===== src/rtl/chamber_pump_timer_pkg.sv =====
// Shared state encoding and active-low 7-segment images for the chamber pump timer.
// Segment bit order is {g, f, e, d, c, b, a}; a cleared bit lights the segment.
package chamber_pump_timer_pkg;

    typedef enum logic [2:0] {
        StIdle,
        StFill,
        StDrain,
        StWait,
        StDone
    } pumpState_e;

    localparam logic [6:0] SegBlank = 7'h7F;

    localparam logic [6:0] SegDigits [16] = '{
        7'h40, 7'h79, 7'h24, 7'h30, 7'h19, 7'h12, 7'h02, 7'h78,
        7'h00, 7'h10, 7'h08, 7'h03, 7'h46, 7'h21, 7'h06, 7'h0E
    };

    function automatic logic [6:0] segImage(input logic [3:0] value);
        return SegDigits[value];
    endfunction

endpackage


===== src/rtl/sec_tick.sv =====
// One-second prescaler: counts 0..CLK_HZ-1 while enabled, ticks on the last count.
// clear forces the count back to zero and wins over enable.
module sec_tick #(
    parameter int unsigned CLK_HZ = 50000000
) (
    input  logic clk,
    input  logic reset,
    input  logic clear,
    input  logic enable,
    output logic tick
);

    localparam int unsigned CntW = (CLK_HZ > 1) ? $clog2(CLK_HZ) : 1;
    localparam logic [CntW-1:0] LastCount = CntW'(CLK_HZ - 1);

    logic [CntW-1:0] countQ, countD;

    assign tick = enable && (countQ == LastCount);

    always_comb begin
        countD = countQ;
        if (clear) begin
            countD = '0;
        end else if (enable) begin
            countD = tick ? '0 : countQ + CntW'(1);
        end
    end

    always_ff @(posedge clk) begin
        if (!reset) begin
            countQ <= '0;
        end else begin
            countQ <= countD;
        end
    end

endmodule


===== src/rtl/chamber_pump_timer.sv =====
// Timed fill/drain/equalise sequencer for the pressure chamber interlock.
// Optional macro CHAMBER_SEG_DISPLAY_EN adds the hexLeft 7-segment countdown output.
module chamber_pump_timer
    import chamber_pump_timer_pkg::*;
#(
    parameter int unsigned CLK_HZ     = 50000000,
    parameter int unsigned FILL_SECS  = 7,
    parameter int unsigned DRAIN_SECS = 8,
    parameter int unsigned WAIT_SECS  = 5
) (
    input  logic       clk,
    input  logic       reset,
    input  logic       filling,
    input  logic       draining,
    input  logic       waiting,
    output logic       fillFinished,
    output logic       drainFinished,
    output logic       waitFinished,
    output logic       pressureCheck,
    output logic       busy,
    output logic [3:0] secondsLeft
`ifdef CHAMBER_SEG_DISPLAY_EN
    ,
    output logic [6:0] hexLeft
`endif
);

    localparam logic [3:0] FillSecs  = 4'(FILL_SECS);
    localparam logic [3:0] DrainSecs = 4'(DRAIN_SECS);
    localparam logic [3:0] WaitSecs  = 4'(WAIT_SECS);

    pumpState_e stateQ, stateD;
    // Operation that owns the current run/DONE phase; selects which request keeps it alive.
    pumpState_e opQ, opD;
    logic [3:0] secsQ, secsD;
    logic       pressQ, pressD;
    logic       running, reqActive, tick;

    assign running = (stateQ == StFill) || (stateQ == StDrain) || (stateQ == StWait);

    always_comb begin
        reqActive = 1'b0;
        case (opQ)
            StFill:  reqActive = filling;
            StDrain: reqActive = draining;
            StWait:  reqActive = waiting;
            default: reqActive = 1'b0;
        endcase
    end

    sec_tick #(
        .CLK_HZ(CLK_HZ)
    ) u_sec_tick (
        .clk   (clk),
        .reset (reset),
        .clear (!running),
        .enable(running && reqActive),
        .tick  (tick)
    );

    always_comb begin
        stateD = stateQ;
        opD    = opQ;
        secsD  = secsQ;
        pressD = pressQ;
        case (stateQ)
            StIdle: begin
                if (draining) begin
                    stateD = StDrain;
                    opD    = StDrain;
                    secsD  = DrainSecs;
                end else if (filling) begin
                    stateD = StFill;
                    opD    = StFill;
                    secsD  = FillSecs;
                end else if (waiting) begin
                    stateD = StWait;
                    opD    = StWait;
                    secsD  = WaitSecs;
                end
            end
            StFill, StDrain, StWait: begin
                if (!reqActive) begin
                    stateD = StIdle;
                    secsD  = '0;
                end else if (tick) begin
                    if (secsQ <= 4'd1) begin
                        stateD = StDone;
                        secsD  = '0;
                        if (opQ == StFill) begin
                            pressD = 1'b1;
                        end else if (opQ == StDrain) begin
                            pressD = 1'b0;
                        end
                    end else begin
                        secsD = secsQ - 4'd1;
                    end
                end
            end
            StDone: begin
                if (!reqActive) begin
                    stateD = StIdle;
                end
            end
            default: begin
                stateD = StIdle;
                secsD  = '0;
            end
        endcase
    end

    always_ff @(posedge clk) begin
        if (!reset) begin
            stateQ <= StIdle;
            opQ    <= StIdle;
            secsQ  <= '0;
            pressQ <= 1'b0;
        end else begin
            stateQ <= stateD;
            opQ    <= opD;
            secsQ  <= secsD;
            pressQ <= pressD;
        end
    end

    assign busy          = running;
    assign secondsLeft   = secsQ;
    assign pressureCheck = pressQ;
    assign fillFinished  = (stateQ == StDone) && (opQ == StFill);
    assign drainFinished = (stateQ == StDone) && (opQ == StDrain);
    assign waitFinished  = (stateQ == StDone) && (opQ == StWait);

`ifdef CHAMBER_SEG_DISPLAY_EN
    always_comb begin
        hexLeft = SegBlank;
        if (reset && (stateQ != StIdle)) begin
            hexLeft = segImage(secsQ);
        end
    end
`endif

endmodule


===== config.mk =====
export PLATFORM = sky130hd
export DESIGN_NAME = chamber_pump_timer
export DESIGN_NICKNAME = d
export VERILOG_FILES = /design/src/rtl/chamber_pump_timer_pkg.sv /design/src/rtl/sec_tick.sv /design/src/rtl/chamber_pump_timer.sv
export SDC_FILE = /design/constraint.sdc
export NUM_CORES = 1
export LEC_CHECK = 0
export CAP_MARGIN = 20
export CORE_MARGIN = 2
export CORE_UTILIZATION = 58
export DETAILED_ROUTE_END_ITERATION = 16
export GPL_ROUTABILITY_DRIVEN = 0
export PLACE_DENSITY = 0.82
export SLEW_MARGIN = 20
export SYNTH_ARGS = -nofsm -noshare
export SYNTH_HDL_FRONTEND = slang
export SYNTH_HIERARCHICAL = 1
export SYNTH_SLANG_ARGS = --single-unit

===== constraint.sdc =====
create_clock -name clk -period 3.69 [get_ports clk]
set_clock_uncertainty 0.2 [all_clocks]
set_input_delay 0.369 -clock clk [delete_from_list [all_inputs] [get_ports clk]]
set_output_delay 0.369 -clock clk [all_outputs]
set_load 0.05 [all_outputs]

After elaboration in Yosys (flattened, before gate mapping)

Index checks and enable logic that the tools add are counted.

Bits of input ports: 5
Bits in registers: 37

Multiplexer cells: 19
Reduce and logical (&&, ||, !) cells: 16
Bitwise logic cells: 1
Eq/ne operators: 12
Magnitude comparators: 1
Add/subtract/negate cells: 2

Operators with widths:

| kind                                                                              | number |
|---|---|
| 26-bit by 1-bit adder with 26-bit output (second input constant)                  | 1 |
| 26-bit == test (second input constant)                                            | 1 |
| 26-bit two-way mux                                                                | 1 |
| 4-bit two-way mux                                                                 | 6 |
| 3-bit two-way mux                                                                 | 7 |
| 3-bit by 2-bit == test with 1-bit output (second input constant)                  | 4 |
| 4-bit case mux with 3 select lines                                                | 1 |
| 3-bit case mux with 3 select lines                                                | 1 |
| 3-bit by 1-bit == test with 1-bit output (second input constant)                  | 2 |
| 1-bit logical AND                                                                 | 5 |
| 5-bit AND reduction                                                               | 1 |
| 4-bit by 1-bit less-or-equal comparator with 1-bit output (second input constant) | 1 |
| 4-bit != test (second input constant)                                             | 1 |
| 2-bit AND reduction                                                               | 2 |
| 4-bit AND reduction                                                               | 1 |
| 4-bit by 1-bit subtractor with 4-bit output (second input constant)               | 1 |
| 3-bit == test (second input constant)                                             | 1 |
| 3-bit logical NOT                                                                 | 1 |
| 3-bit by 2-bit != test with 1-bit output (second input constant)                  | 1 |
| 3-bit != test (second input constant)                                             | 1 |
| 1-bit case mux with 3 select lines                                                | 1 |
| 3-bit AND reduction                                                               | 1 |
| 3-bit nonzero test                                                                | 1 |
| 3-bit OR reduction                                                                | 1 |
| 5 further kinds                                                                   | 7 |

Depth between registers and ports, before layout

Gate-level depths: netlist (run 1).

Depth in word-level cells: 8
Mapped depth: 13

Modules after synthesis

The synthesis (run 1) kept the hierarchy.

By module, submodules not included:

| module             | area an instance (µm²) | seq. area each (µm²) | times used | cells an instance |
|---|---|---|---|---|
| sec_tick           | 1,255.0                | 520.5                | 1          | 152 |
| chamber_pump_timer | 664.4                  | 200.2                | 1          | 83 |

Worst setup path after synthesis (run 1)

OpenSTA, ideal clock, no wires.

Path type: flip-flop to flip-flop
From: register stateQ[2]
To: register secsQ[2] (netlist: secondsLeft[2])
Period minus slack after synthesis: 3.317 ns
Arrival time: 3.038 ns
Library setup time: 0.079 ns
Setup slack: 0.373 ns
Stages on the path, launching flop included: 13
Path through: dfxtp_1 > clkbuf_1 > o21bai_1 > nor3_1 > buf_4 > and4_1 > clkbuf_1 > nand4_1 > nor2_1 > nor4_1 > or4_1 > or4_1 > o211ai_1

Cells in the longest elaborated chain, start to end: 7
Elaborated cells between the ends (all ways): 15
Classes of those cells: eq/ne: 6; mux: 1; bitwise: 1; reduce/logical: 7

Ends and longest elaborated chain:

| item                                                                                                 | line                      | RTL |
|---|---|---|
| start, declared                                                                                      | chamber_pump_timer.sv:32  | `pumpState_e stateQ, stateD;` |
| start signal, assigned                                                                               | chamber_pump_timer.sv:114 | `stateQ <= StIdle;` |
| start signal, assigned                                                                               | chamber_pump_timer.sv:119 | `stateQ <= stateD;` |
| 3-bit by 1-bit == test with 1-bit output or 3-bit by 2-bit == test with 1-bit output (tied branches) | chamber_pump_timer.sv:39  | `assign running = (stateQ == StFill) \|\| (stateQ == StDrain) \|\| (stateQ == StWait);` |
| 1-bit logical OR                                                                                     | chamber_pump_timer.sv:39  |  |
| 1-bit logical OR (*)                                                                                 | chamber_pump_timer.sv:39  |  |
| 1-bit logical AND (*)                                                                                | chamber_pump_timer.sv:57  | `.enable(running && reqActive),` |
| 1-bit logical AND (*)                                                                                | sec_tick.sv:18            | `assign tick = enable && (countQ == LastCount);` |
| net tick                                                                                             | chamber_pump_timer.sv:37  | `logic running, reqActive, tick;` |
| 3-bit by 2-bit != test with 1-bit output (no line) (*)                                               | -                         |  |
| 3-bit AND reduction (no line) (*)                                                                    | -                         |  |
| end signal, assigned                                                                                 | chamber_pump_timer.sv:121 | `secsQ <= secsD;` |
| end, declared                                                                                        | chamber_pump_timer.sv:35  | `logic [3:0] secsQ, secsD;` |

The timed path passes the listed nets; every way through them passes the cells marked *.
A chain may end at the register's enable or synchronous reset.

Worst setup path after layout (run 1)

From: register opQ[1]
To: register secsQ[2] (netlist: secondsLeft[2])

Cells in the longest elaborated chain, start to end: 6
Elaborated cells between the ends (all ways): 10
Classes of those cells: eq/ne: 4; mux: 3; reduce/logical: 3

Ends and longest elaborated chain:

| item                                                                                                 | line                      | RTL |
|---|---|---|
| start, declared                                                                                      | chamber_pump_timer.sv:34  | `pumpState_e opQ, opD;` |
| start signal, assigned                                                                               | chamber_pump_timer.sv:115 | `opQ <= StIdle;` |
| start signal, assigned                                                                               | chamber_pump_timer.sv:120 | `opQ <= opD;` |
| 3-bit by 2-bit == test with 1-bit output or 3-bit by 1-bit == test with 1-bit output (tied branches) | chamber_pump_timer.sv:43  | `case (opQ)` |
| 1-bit case mux with 3 select lines (*)                                                               | chamber_pump_timer.sv:43  |  |
| 1-bit logical AND (*)                                                                                | chamber_pump_timer.sv:57  |  |
| 1-bit logical AND (*)                                                                                | sec_tick.sv:18            |  |
| net tick                                                                                             | chamber_pump_timer.sv:37  |  |
| 3-bit by 2-bit != test with 1-bit output (no line) (*)                                               | -                         |  |
| 3-bit AND reduction (no line) (*)                                                                    | -                         |  |

Marks and branches as above.

==> results of run 1 <==
[path summary, 6_finish.rpt]
kind | slack [ps] | depth (start not counted) | endpoint
max | 610 | 11 | secondsLeft[2]
min | 280 | 2 | u_sec_tick/countQ[25]
max reg2reg | 610 | 11 | secondsLeft[2]
min reg2reg | 280 | 2 | u_sec_tick/countQ[25]
[power by group through the flow]
| stage | Combinational, mW | Sequential (mW) | Clock [mW] |
|---|---|---|---|
| 3_5_place_dp | 0.130 | 0.422 | 0 |
| 4_1_cts | 0.130 | 0.413 | 0.200 |
| 2_1_floorplan | 0.0742 | 0.434 | 0 |
| 3_3_place_gp | 0.129 | 0.421 | 0 |
| 6_report | 0.132 | 0.413 | 0.194 |
| 5_1_grt | 0.143 | 0.415 | 0.220 |
[worst max-delay path: cells and delay by family (launching register included)]
| kind | cells | cell delay [ps] |
|---|---|---|
| AND/OR/NAND/NOR | 7 | 1900 |
| flip-flops | 1 | 340 |
| AO/OA/AOI/OAI | 2 | 270 |
| adder cells (fa/ha/maj) | 1 | 200 |
| buffers and inverters | 1 | 100 |
[synth_stat cells, drive strengths merged]
library cell  count  share of area
dfxtp            36           0.38
nand2            22          0.043
nor2             18          0.035
o21ai            17          0.044
a21oi            14          0.037
nand3            11          0.029
nand4            10          0.033
or4              10          0.039
and3              9          0.029
inv               9          0.018
xor2              9          0.041
ha                7          0.046
nor3              6          0.016
or3               6          0.020
clkbuf            5         0.0098
nor4              5          0.016
o31ai             5          0.020
and4              4          0.018
buf               3         0.0085
mux2i             3          0.016
nand3b            3          0.012
nor4b             3          0.014
xnor2             3          0.014
a221oi            2         0.0091
a22o              2         0.0091
nand2b            2         0.0065
o21a              2         0.0078
a21o              1         0.0039
a222oi            1         0.0052
a31oi             1         0.0033
and2              1         0.0033
nor2b             1         0.0033
o211ai            1         0.0039
o21bai            1         0.0039
o311a             1         0.0052
o31a              1         0.0046
[final cells by class]
type	instances	area, µm²
repair buffers	17	160
fillers	288	957
clock inverters	1	5.00
inverters	9	33.8
well taps	44	55.1
clock buffers	6	41.3
multi-input cells	182	1130
flip-flops and latches	36	721
[placed cells by master, fill, tap and decap left out, types with 2 or more instances in the layout]
cell type	Yosys	layout
xnor2_1	3	3
or4_1	10	10
nor4b_1	3	3
nor2_1	18	18
o31ai_1	5	5
nand2b_1	2	2
a221oi_1	2	2
o21a_1	2	2
inv_1	9	9
nor3_1	6	6
clkdlybuf4s50_1	0	13
nand2_1	22	22
or3_1	6	6
nand3_1	11	11
a22o_1	2	2
nand3b_1	3	3
and4_1	4	4
mux2i_1	3	3
a21oi_1	14	14
dfxtp_1	36	36
buf_4	1	4
clkbuf_4	0	5
ha_1	7	7
and3_1	9	9
xor2_1	9	9
nand4_1	10	10
nor4_1	5	5
o21ai_0	16	16
[kinds of logic after synthesis]
kind of cell    synth area share
simple gates               0.316
mux                       0.0156
fa+ha+maj                 0.0456
buf+inv                   0.0359
compound gates             0.156
xor+xnor                  0.0548
flops                      0.375
[metrics by stage]
step,area [µm²],utilization
finish,2150,0.692
detailed placement,2100,0.677
global route,2150,0.692
CTS,2150,0.692
global placement,2100,0.677
floorplan,1920,-
[routing by layer]
| layer | vias to the layer above | track usage | part of all wire | routed length [µm] |
|---|---|---|---|---|
| met4 | 0 | 0.134 | 0.019 | 80 |
| met5 | - | 0 | 0 | 0 |
| li1 | 903 | - | - | - |
| met2 | 67 | 0.423 | 0.49 | 2090 |
| met1 | 849 | 0.305 | 0.44 | 1910 |
| met3 | 9 | 0.0651 | 0.051 | 221 |
[registers in the layout, indices dropped and copies added, names as in the netlist]
| name | cells |
|---|---|
| pressureCheck | 1 |
| secondsLeft | 4 |
| opQ | 2 |
| stateQ | 3 |
| u_sec_tick/countQ | 26 |
==> metrics, run 1 <==
WL final=4310 µm; final setup fails=0; Clk Latency, worst-skew pair=330 ps; RSZ-0062 raised after global routing=false; Final Cycle Share=0.834; # Max-Cap Violations=0; core area=3100 µm²; overall power=739 µW; 1st-iter DRT viols=131; Place WS=334 ps; Critical Path Sink Type=flop; dpl cells=288; hold slack=284 ps; Rows=20; Peak VDD IR=267 µV; H-tree depth=2; vias=1828; status=finished, final reports clean; combinational share of power=0.178; Hold Startpoint=u_sec_tick/countQ[25]; die height=61.5 µm; post-route minimum period=3080 ps; post_cts resized=0; Remaining DRCs=0; most frequent CP cell=or4_1; chip width=61.5 µm; initial core utilization=0.619; crit-path max cell delay=510 ps; net switching power=225 µW; Max-Slew Margin vs Limit=0.600; post-synth cell types=39; die area=3790 µm²; fmax=0.325 GHz; Ys Warns=6; Flop pwr share=0.559; CTS Root Cell=clkbuf_4; slew of the pin with the lowest slew margin=594 ps; worst setup path start=opQ[1]; largest net degree at the start of global routing=21; I/O pins=14; clk buf depth=2; Area Growth Syn to Fin=11.8%; Leak=0.729 nW; GRT overflow=0; number of vias per cell=6.20; Synthesized Nets=247; share of cells above drive strength 1=0.0398; Net Sw Frac=0.304; CP max FO=4; sequential area share after synthesis=0.375; final slew viol count=0; clock network power share=0.263; vias in the first global route=1683; Wirelength per Cell=14.6 µm; hold buffer count at cts=0; Final Non-Filler Cells=295; Synth Area per Inst=8.17 µm²; hold crit path type=reg2reg; Clock Sinks=36; worst path cell trace=inv_1 -> ha_1 -> a222oi_1 -> nor3_1 -> and4_1 -> nand4_1 -> nor2_1 -> nor4_1 -> or4_1 -> or4_1 -> o211ai_1; gr usage total=0.256; DP HPWL=3120 µm; CTS tree=yes; global-route wire length before repair=7230 µm; kind of start point of the critical path=flop; post-CTS setup buffer count=0; slowest CP cell=or4_1; nets=263; P_int=515 µW; Worst-path clk slew=100 ps; Final ANT Viol Nets=0; Pwr Density=345 nW/µm²; Num CTS Buffers=5; I/O Buffers=13; DRT Pass-1 Iters=4; Yosys reg bits=36; Setup TNS=0 ps; initial antenna violation count=0; crit path DAT=3120 ps; mapped cell area=1920 µm²; Ant. Diodes=0; Worst EP required=3740 ps; Final Hold Viols=0; r2r startpoint=opQ[1]; Setup CP Type=reg2reg; setup slack after layout=612 ps; cell count after synthesis=235
No activity file was read; power rests on OpenSTA's default activity.
==> run 2, diff against run 1 <==
Settings changed: CORE_UTILIZATION 58 to 52, PLACE_DENSITY 0.82 to 0.78.
Clock period 3.69 ns to 2.5 ns, I/O delays scaled along.
==> run 2 against run 1 <==
Compared with the run above: the flow now finishes with violations (setup timing); maximum frequency grew 9.5%; final cell count grew 15%; sequential share of layout area shrank 6.0 points; critical path type unchanged; largest cell class unchanged; highest routed layer unchanged.
==> metrics, run 2 (same netlist as run 1, synthesis figures left out) <==
Hold Startpoint=u_sec_tick/countQ[23]; hold path endpoint=u_sec_tick/countQ[23]; Wirelength per Cell=15.1 µm; M1 GR Usage=0.308; vias=1968; Final Hold Viols=0; Num CTS Buffers=5; crit path DAT=2830 ps; Critical Path Sink Type=flop; vias in the first global route=1952; chip width=64.8 µm; Setup TNS=-1310 ps; largest net degree at the start of global routing=16; WL final=5120 µm; RR Endpoint=secondsLeft[2]; number of vias per cell=5.82; most frequent cells in the layout=buf_4 (40), dfxtp_1 (34), nand2_1 (22), nor2_1 (17); post-route minimum period=2810 ps; Area Growth Syn to Fin=37.4%; clk buf depth=2; share of cells above drive strength 1=0.266; I/O pins=14; Leak=0.977 nW; hold depth=2; final setup fails=11; final core utilization=0.731; # Max-Cap Violations=0; status=complete, but fails checks; gr usage total=0.272; initial core utilization=0.532; Peak VDD IR=358 µV; Buf/Inv on CP=1; Final Non-Filler Cells=338; CP max FO=3; 1st-iter DRT viols=121; final slew viol count=0; CTS tree=yes; Fill cells=295; Clock Sinks=36; worst path cell trace=inv_4 -> ha_4 -> a222oi_1 -> nor3_4 -> and4_1 -> nand4_1 -> nor2_2 -> nor4_2 -> or4_4 -> or4_1 -> o211ai_1; setup slack after layout=-312 ps; die area=4190 µm²; Ant. Diodes=0; FF-to-FF setup slack=-310 ps; global-route wire length before repair=8800 µm; slowest CP cell=or4_1; H-tree depth=2; Setup CP Type=reg2reg; hold crit path type=reg2reg; Rows=22; Max-Slew Margin vs Limit=0.554; Remaining DRCs=0; dpl cells=322; FF-to-FF path depth=11; most used routing layer in global routing=met2; GR Layer Usage met3=0.0694; violated checks=setup timing; hold buffer count at cts=0; most common cell after layout, fill and taps aside=buf_4; Top reg by flops=u_sec_tick/countQ; Final ANT Viol Nets=0; slew of the pin with the lowest slew margin=669 ps; Top Family by Delay on Critical Path=simple AND/OR/NAND/NOR gates; kind of start point of the critical path=flop; RSZ-0062 raised after global routing=true; fmax=0.356 GHz; Worst-path clk slew=70 ps; Final Cycle Share=1.12; hold slack=283 ps; max reg flops=26; r2r startpoint=opQ[0]; die height=64.8 µm; crit-path max cell delay=480 ps; DRT Pass-1 Iters=4; Pwr Density=506 nW/µm²; nets=301; DP HPWL=3400 µm; initial antenna violation count=0; GRT overflow=0; I/O Buffers=13; core area=3610 µm²; Worst EP required=2520 ps; GR Util met2=0.483; Clk Latency, worst-skew pair=290 ps; CTS Root Cell=clkbuf_8
[run 2: layer usage]
layer	vias to the layer above	routed length, µm
met3	11	158
met1	938	2160
met2	38	2710
li1	981	-
met4	0	91
met5	-	0
[run 2: final cells by class]
cell class              instances  area, µm²  area share
multi-input cells             182       1260       0.478
flip-flops and latches         36        728       0.276
repair buffers                 55        457       0.173
clock buffers                   6       82.6      0.0313
well taps                      48       60.1      0.0228
inverters                       9       38.8      0.0147
clock inverters                 2       10.0     0.00380
[run 2: worst max-delay path by stage]
stage	start	end	slack (ps)	depth (start not counted)
2_1_floorplan	opQ[1]	secondsLeft[2]	-460	13
3_3_place_gp	draining	secondsLeft[2]	-360	10
3_5_place_dp	draining	secondsLeft[2]	-460	10
4_1_cts	opQ[0]	secondsLeft[2]	-230	8
5_1_grt	opQ[0]	secondsLeft[2]	-390	11
6_report	opQ[0]	secondsLeft[2]	-310	11
[run 2: report_power, final]
part | total (mW) | internal, mW | switching [mW]
sequential | 0.616 | 0.590 | 0.0260
combinational | 0.288 | 0.126 | 0.162
clock | 0.432 | 0.220 | 0.212
[run 2: timing repair]
item                                    in CTS  in global routing
cloned                                       0                  1
setup buffers                               11                  3
endpoints found under the setup margin      11                 33
pin swaps                                   17                 13
gates resized for setup                     24                 14
[run 2: metrics by stage]
stage | setup slack (ps) | cell area, µm² | power (mW)
5_1_grt | -386 | 2640 | 1.40
2_1_floorplan | -465 | 1980 | 0.764
3_5_place_dp | -457 | 2350 | 0.867
3_3_place_gp | -358 | 2350 | 0.862
4_1_cts | -232 | 2630 | 1.33
6_report | -312 | 2640 | 1.34
[run 2: worst reg2reg max path: cells and delay by family (launching register included)]
kind	cells	cell delay, ps
buffers and inverters	1	70
and+or+nand+nor	7	1720
DFF	1	370
AOI/OAI and AO/OA	2	250
adders and majority gates	1	120
==> run 3, diff against run 2 <==
Settings changed: SYNTH_HIERARCHICAL 1 to unset.
==> run 3 against run 2 <==
Compared with the run above: register-to-register slack improved by 370 ps; synthesized cell count fell by 1.7%; non-clock buffer count is 20 lower; largest power group unchanged; clock-buffer cell count shrank 1; final cell count decreased by 7.7%; largest cell class unchanged; sequential cell count stayed put; via count fell by 13%; global-route usage down 5.1 points; clock power rose by 19%; core utilization shrank 7.6 points; sequential power up 1%; the run now ends clean; power rose by 12%.
==> metrics, run 3 <==
status=finished, final reports clean; Remaining DRCs=0; commonest cells in the netlist=dfxtp_1 (36), nor2_1 (29), nand2_1 (21); r2r startpoint=u_sec_tick.countQ[1]; post-route minimum period=2440 ps; share of cells above drive strength 1=0.186; Num CTS Buffers=5; vias=1711; final slew viol count=0; Synth area leader=dfxtp_1; cell count after synthesis=231; die height=65.4 µm; RR Endpoint=secondsLeft[2]; clock network power share=0.344; Clk Latency, worst-skew pair=290 ps; Pwr Density=625 nW/µm²; H-tree depth=2; kind of start point of the critical path=flop; Ys Warns=0; P_int=1.04 mW; sequential area share after synthesis=0.368; Yosys top cell area share=0.368; chip width=65.4 µm; clk buf depth=2; most common cell after layout, fill and taps aside=dfxtp_1; hold buffer count at cts=0; Post-synth ARST share=0; largest net degree at the start of global routing=25; FF-to-FF path depth=6; Wirelength per Cell=13.2 µm; combinational share of power=0.238; mapped cell area=1960 µm²; hold depth=2; GRT overflow=0; Place WS=2.86 ps; Ant. Diodes=0; core area=3630 µm²; Top reg by flops=u_sec_tick.countQ; gr usage total=0.221; max reg flops=26; Worst-path clk slew=70 ps; number of synthesized flops with an enable pin=0; hold path endpoint=pressureCheck; Final ANT Viol Nets=0; Critical Path Sink Type=flop; Net Sw Frac=0.302; Max-Slew Margin vs Limit=0.648; CP max FO=4; Area Growth Syn to Fin=21.6%; slew of the pin with the lowest slew margin=524 ps; post-route cell area=2380 µm²; RSZ-0062 raised after global routing=false; final setup fails=0; Worst EP required=2490 ps; DP HPWL=2960 µm; FF-to-FF setup slack=60 ps; I/O pins=14; Yosys reg bits=36; number of vias per cell=5.48; vias in the first global route=1563; Hold Startpoint=pressureCheck; Final Cycle Share=0.975; global-route wire length before repair=7200 µm; Clock Sinks=36; most numerous cell in the Yosys netlist=dfxtp_1; initial antenna violation count=0; 1st-iter DRT viols=106; WL final=4130 µm; Setup TNS=0 ps; Synthesized Nets=243; Rows=22; # Max-Cap Violations=0; I/O Buffers=13; Peak VDD IR=350 µV; Synth Area per Inst=8.48 µm²; nets=275; Flop pwr share=0.418; CTS Root Cell=clkbuf_8; hold crit path type=reg2reg; commonest register cell after synthesis=dfxtp_1; post-synth cell types=44; die area=4280 µm²; Setup CP Type=reg2reg; Placed Area=2240 µm²; net switching power=449 µW; setup slack after layout=62.4 ps; CTS tree=yes; initial core utilization=0.539; DRT Pass-1 Iters=4; Leak=0.906 nW; crit path DAT=2430 ps; top post-synthesis cells by area=dfxtp_1 (37%), xor2_1 (7.6%), nor2_1 (5.6%); most frequent cells in the layout=dfxtp_1 (34), nor2_1 (29), buf_4 (24), nand2_1 (21), xor2_1 (17); fmax=0.410 GHz; Final Hold Viols=0
==> run 3: changes by cell type in the layout (fill, tap and decap cells not counted), moves of 5 or more <==
cell	change
a21oi_1	-5
or4_1	-5
xnor2_1	+5
buf_6	-5
o21ai_0	-7
nor2_1	+12
or3_1	-5
buf_4	-16
xor2_1	+8
nor3_1	+6
==> run 3: layout make-up <==
cell class	count	area [µm²]
Tap cell	48	60.1
Clock inverter	3	42.5
Inverter	9	33.8
Clock buffer	5	68.8
Sequential cell	36	723
Timing Repair Buffer	35	300
Multi-Input combinational cell	176	1150
Fill cell	304	1250
==> run 3: kinds of logic (layout without fill, tap and decap cells) <==
kind of cell	Yosys count	count (layout)	share of synthesized area
AOI/OAI and AO/OA	22	22	0.0811
xor gates and xnor gates	25	25	0.112
adders and majority gates	7	7	0.0447
buffers and inverters	19	52	0.0568
DFF	36	36	0.368
muxes	5	5	0.0255
and+or+nand+nor	117	117	0.312
==> run 3: metrics by stage <==
stage	total power, mW	util	hold WS (ps)	std cells
finish	1.49	0.656	262	312
CTS	1.49	0.650	268	311
global placement	0.971	0.618	247	303
detailed placement	0.975	0.618	257	303
floorplan	0.847	-	153	231
global route	1.57	0.656	318	312
==> run 3: repair_timing <==
item / 4_1_cts / 5_1_grt
setup buffers: 0 / 1
endpoints found under the setup margin: 3 / 7
pin swaps: 0 / 1
gates resized for setup: 1 / 3
endpoints found under the hold margin: 0 / 0
==> run 3: how the worst max path moves through the flow <==
stage	startpoint	endpoint	slack [ps]
6_report	u_sec_tick.countQ[1]	secondsLeft[2]	60
2_1_floorplan	u_sec_tick.countQ[1]	secondsLeft[2]	80
3_5_place_dp	u_sec_tick.countQ[1]	stateQ[1]	3
4_1_cts	u_sec_tick.countQ[1]	secondsLeft[2]	30
3_3_place_gp	u_sec_tick.countQ[1]	stateQ[2]	30
5_1_grt	opQ[1]	u_sec_tick.countQ[24]	5
==> run 3: power by group through the flow <==
stage | Sequential, mW | Combinational (mW) | Clock (mW)
after global placement | 0.635 | 0.336 | 0
after floorplan | 0.660 | 0.187 | 0
after detailed placement | 0.635 | 0.340 | 0
final | 0.623 | 0.355 | 0.512
after CTS | 0.622 | 0.344 | 0.523
after global routing | 0.626 | 0.385 | 0.554
==> run 3: critical path, stage by stage (launching register included) <==
cell,delay (ps)
dfxtp_2,330
ha_2,180
nand3_2,90
or4_4,490
or4_4,480
a211o_1,310
a32o_1,250
==> run 3: routing by layer <==
| layer | routed length (µm) | GRT usage | vias to the layer above |
|---|---|---|---|
| met5 | 0 | 0 | - |
| li1 | - | - | 870 |
| met1 | 1920 | 0.272 | 799 |
| met3 | 147 | 0.0616 | 9 |
| met4 | 95 | 0.104 | 0 |
| met2 | 1960 | 0.356 | 33 |
